File: config.mk
export PLATFORM = sky130hd
export DESIGN_NAME = t_trig_array
export DESIGN_NICKNAME = d
export VERILOG_FILES = /design/src/rtl/t_trig_array.sv
export SDC_FILE = /design/constraint.sdc
export NUM_CORES = 1
export LEC_CHECK = 0
export CORE_AREA = 8 8 67 69
export DETAILED_ROUTE_END_ITERATION = 8
export DIE_AREA = 0 0 75 77
export PLACE_DENSITY = 0.5
export SYNTH_ARGS = -nofsm -noshare
export SYNTH_HDL_FRONTEND = slang
export SYNTH_SLANG_ARGS = --single-unit
File: constraint.sdc
create_clock -name i_clk -period 1.3 [get_ports i_clk]
set_input_delay 0.26 -clock i_clk [delete_from_list [all_inputs] [get_ports i_clk]]
set_output_delay 0.26 -clock i_clk [all_outputs]
set_load 0.03 [all_outputs]
File: src/rtl/t_trig_array.sv
// Array of WIDTH toggle cells with level, edge, chained-counter and hold modes,
// a synchronous parallel load, and a registered wrap pulse in counter mode.
module t_trig_array #(
    parameter int unsigned             WIDTH   = 8,
    parameter logic [WIDTH-1:0]        RST_VAL = {WIDTH{1'b0}}
) (
    input  logic             i_clk,
    input  logic             i_rst_n,
    input  logic [1:0]       i_mode,
    input  logic [WIDTH-1:0] i_t,
    input  logic             i_load,
    input  logic [WIDTH-1:0] i_din,
    output logic [WIDTH-1:0] o_q,
    output logic [WIDTH-1:0] o_qb,
    output logic             o_wrap
);

    typedef enum logic [1:0] {
        MODE_LEVEL = 2'b00,
        MODE_EDGE  = 2'b01,
        MODE_COUNT = 2'b10,
        MODE_HOLD  = 2'b11
    } mode_e;

    logic [WIDTH-1:0] r_q;
    logic [WIDTH-1:0] r_t_d;
    logic             r_wrap;

    logic [WIDTH-1:0] w_rise;
    logic [WIDTH-1:0] w_cnt_tgl;
    logic [WIDTH-1:0] w_tgl;
    logic [WIDTH-1:0] w_q_nxt;
    logic             w_wrap_nxt;
    mode_e            w_mode;

    assign w_mode = mode_e'(i_mode);
    assign w_rise = i_t & ~r_t_d;

    // Ripple toggle-enable chain: cell k toggles when all lower cells are 1.
    always_comb begin
        w_cnt_tgl    = {WIDTH{1'b0}};
        w_cnt_tgl[0] = i_t[0];
        for (int k = 1; k < int'(WIDTH); k++) begin
            w_cnt_tgl[k] = w_cnt_tgl[k-1] & r_q[k-1];
        end
    end

    // Per-cell toggle enables selected by the operating mode.
    always_comb begin
        w_tgl = {WIDTH{1'b0}};
        case (w_mode)
            MODE_LEVEL: w_tgl = i_t;
            MODE_EDGE:  w_tgl = w_rise;
            MODE_COUNT: w_tgl = w_cnt_tgl;
            MODE_HOLD:  w_tgl = {WIDTH{1'b0}};
            default:    w_tgl = {WIDTH{1'b0}};
        endcase
    end

    // Next state: load takes priority over any mode action.
    always_comb begin
        w_q_nxt    = r_q;
        w_wrap_nxt = 1'b0;
        if (i_load) begin
            w_q_nxt    = i_din;
            w_wrap_nxt = 1'b0;
        end else begin
            w_q_nxt    = r_q ^ w_tgl;
            w_wrap_nxt = (w_mode == MODE_COUNT) && i_t[0] && (&r_q);
        end
    end

    // State registers; input history is sampled on every edge regardless of mode or load.
    always_ff @(posedge i_clk or negedge i_rst_n) begin
        if (!i_rst_n) begin
            r_q    <= RST_VAL;
            r_t_d  <= {WIDTH{1'b0}};
            r_wrap <= 1'b0;
        end else begin
            r_q    <= w_q_nxt;
            r_t_d  <= i_t;
            r_wrap <= w_wrap_nxt;
        end
    end

    assign o_q    = r_q;
    assign o_qb   = ~r_q;
    assign o_wrap = r_wrap;

endmodule

==> results.md <==
- Run status: finished, final reports clean
- Setup TNS Final: 0 ns
- Commonest non-fill, non-tap cell in the layout: buf_4
- DRC viols: 0
- H-tree levels: 1
- Hold Crit Class: input pin to flip-flop
- Post-Syn Nets: approximately 110
- Hold Buf Count CTS: 0
- Synth Register Bits: 17
- Detail Placement HPWL: roughly 2200 um
- N_diodes: 0
- Worst setup EP type: flip-flop
- Routed vias: ~860
- Pwr/cell area: 1020 nW/um^2
- Final Setup Violations: 0
- Max FO, Critical Path: 2
- Clock Sinks: 17
- Final Worst Setup Slack: approximately 0.013 ns
- Startpoint Class: flip-flop
- Port bufs: 37
- Drt pass-1 iters: 4
- Yosys warns: 0
- ANT nets after route: 0
- Grt total ovfl: 0
- Root Driver: clkbuf_4
- Clock buffer depth: 2
- Share of post-route cells with drive strength above 1: 45.0%
- Clock latency on the worst-skew pair: between 0.2 and 0.3 ns
- Commonest cells after routing, fill and taps aside: 24 x buf_4, 18 x buf_6, 17 x clkdlybuf4s50_1
- Total power draw: approximately 1.5 mW
- Num CTS Buffers: 3
- Fin util: 43.5%
- Initial antenna violation count: 0
- DR iter-0 viols: 38
- Worst-path clk slew: about 0.1 ns
- Chip Height: 77 um
- Average size of a mapped cell: 9.77 um^2
- Register area share after synthesis: 51.2%
- MaxCap Viol Count: 0
- Reg-to-reg setup timing slack: 0.01 ns
- Die area: 5780 um^2
- Vias in the first global route: around 860
- Total GRT Usage: roughly a tenth
- Largest net degree at the start of global routing: 18
- CORE AREA: approximately 3500 um^2
- Nets: between 150 and 200
- Area Growth Syn to Fin: 83.0%
- Netlist cell types: 33
- Filler cell count: approximately 350
- F_max: ~800 MHz
- Fin. max-slew vios: 0
- Syn Inst Count: between 80 and 90
- Worst EP required: 1.48 ns
- Row count: 22
- Vias/cell: about 4.4
- Mapped Area: between 800 and 900 um^2
- Wire length of the first global-routing pass: 4240 um
- Final Hold Fails: 0
- Hold_ws: between 0.2 and 0.3 ns
- Worst Path Arrival: about 1.5 ns
- Peak VDD IR: ~0.00047 V
- Total wire length after detailed routing: ~2800 um
- Gp weighted congestion: 0.763
- Max transition margin: 79.8%
- Die W: 75 um
- Max Clock Skew: between 0.002 and 0.0025 ns
- RSZ-0062 raised after global routing: true
- Pre-CTS setup slack: -0.531 ns
- Critical path type: flip-flop to flip-flop
- Measured slew at the worst slew-check pin: 0.305 ns
- Drt wl/cell: ~14 um
- Minimum clock period: 1.29 ns
- CTS tree: done
- IO Pins: 38
- Leakage: 0.667 nW
- Fin crit share: between 90% and 100%
- Initial Utilization: 23.8%
cell usage after synthesis, drive strengths merged:
cell    number  area share [%]
a311oi       1             1.1
nand4        4             3.0
nand3        2             1.2
xnor2        4             4.2
o31ai        2             2.4
a311o        1             1.2
nand4b       1             1.1
and4b        1             1.4
nor3         1            0.60
a21oi        1            0.60
a22o         1             1.1
mux2         1             1.4
a32oi        2             2.1
a211oi       1            0.90
buf          1             1.4
inv          9             4.1
nor4         2             2.3
dfrtp       17              51
o21a         1            0.90
nand2       15             6.8
o21ai        5             3.0
a31oi        1            0.75
clkbuf       2            0.90
mux2i        1             1.2
nor2         3             1.7
and3         3             2.3
nor2b        1            0.75
nand2b       1            0.75
state kept, by name, indices dropped and copies added (netlist names):
| signal | cells |
|---|---|
| r_t_d | 8 |
| o_wrap | 1 |
| o_q | 8 |
metal layers:
layer,routed length [um],share of wire (%),up-vias,GRT usage (%)
li1,-,-,429,-
met1,1260,45,402,12.2
met2,1290,46,31,14.0
met3,190,6.8,2,3.38
met4,38,1.4,0,3.53
met5,0,0,-,0
metrics by stage:
step,cell area (um^2),instances
final,1520,197
after global routing,1520,197
after detailed placement,1360,186
after global placement,1360,186
after floorplan,843,85
after CTS,1430,191
cell families (layout without fill, tap and decap cells):
family | after synthesis | count (layout) | share of synthesized area (%)
xor gates and xnor gates | 4 | 4 | 4.22
and+or+nand+nor | 34 | 34 | 21.7
muxes | 2 | 2 | 2.56
buffers and inverters | 12 | 76 | 6.33
DFF | 17 | 17 | 51.2
AOI/OAI and AO/OA | 16 | 16 | 14.0
repair_timing:
action | CTS | global route
buffers inserted | 2 | 6
gates resized for setup | 21 | 14
pin swaps | 1 | 2
endpoints found under the setup margin | 16 | 16
cloned | 0 | 0
worst max-delay path, stage by stage, from the launching register on:
cell and delay (ns):
dfrtp_2 0.39, nand4_1 0.18, nor4_2 0.30, mux2i_1 0.22
nand3_1 0.08
path summary, 6_finish.rpt:
path	from	end	cells past startpoint
worst max-delay path	o_q[1]$_DFF_PN0_	o_q[7]$_DFF_PN0_	4
worst min-delay path	i_t[0]	r_t_d[0]$_DFF_PN0_	1
worst min register to register	o_q[7]$_DFF_PN0_	o_wrap$_DFF_PN0_	2
worst max register to register	o_q[1]$_DFF_PN0_	o_q[7]$_DFF_PN0_	4
max in group asynchronous	i_rst_n	o_q[5]$_DFF_PN0_	2
min in group asynchronous	i_rst_n	o_q[2]$_DFF_PN0_	2
power by group:
group,total (mW),internal [mW],switching (mW)
Clock,0.286,0.119,0.166
Sequential,0.611,0.577,0.0339
Combinational,0.653,0.329,0.324
Total,1.55,1.02,0.524
layout make-up:
type	count	area, um^2	area share, %
timing repair buffer	63	589	38.8
sequential	17	434	28.6
multi-input combinational	56	363	23.9
tap	48	60.1	3.95
inverter	9	47.5	3.13
clock buffer	4	26.3	1.73
(Power assumes the default switching activity.)
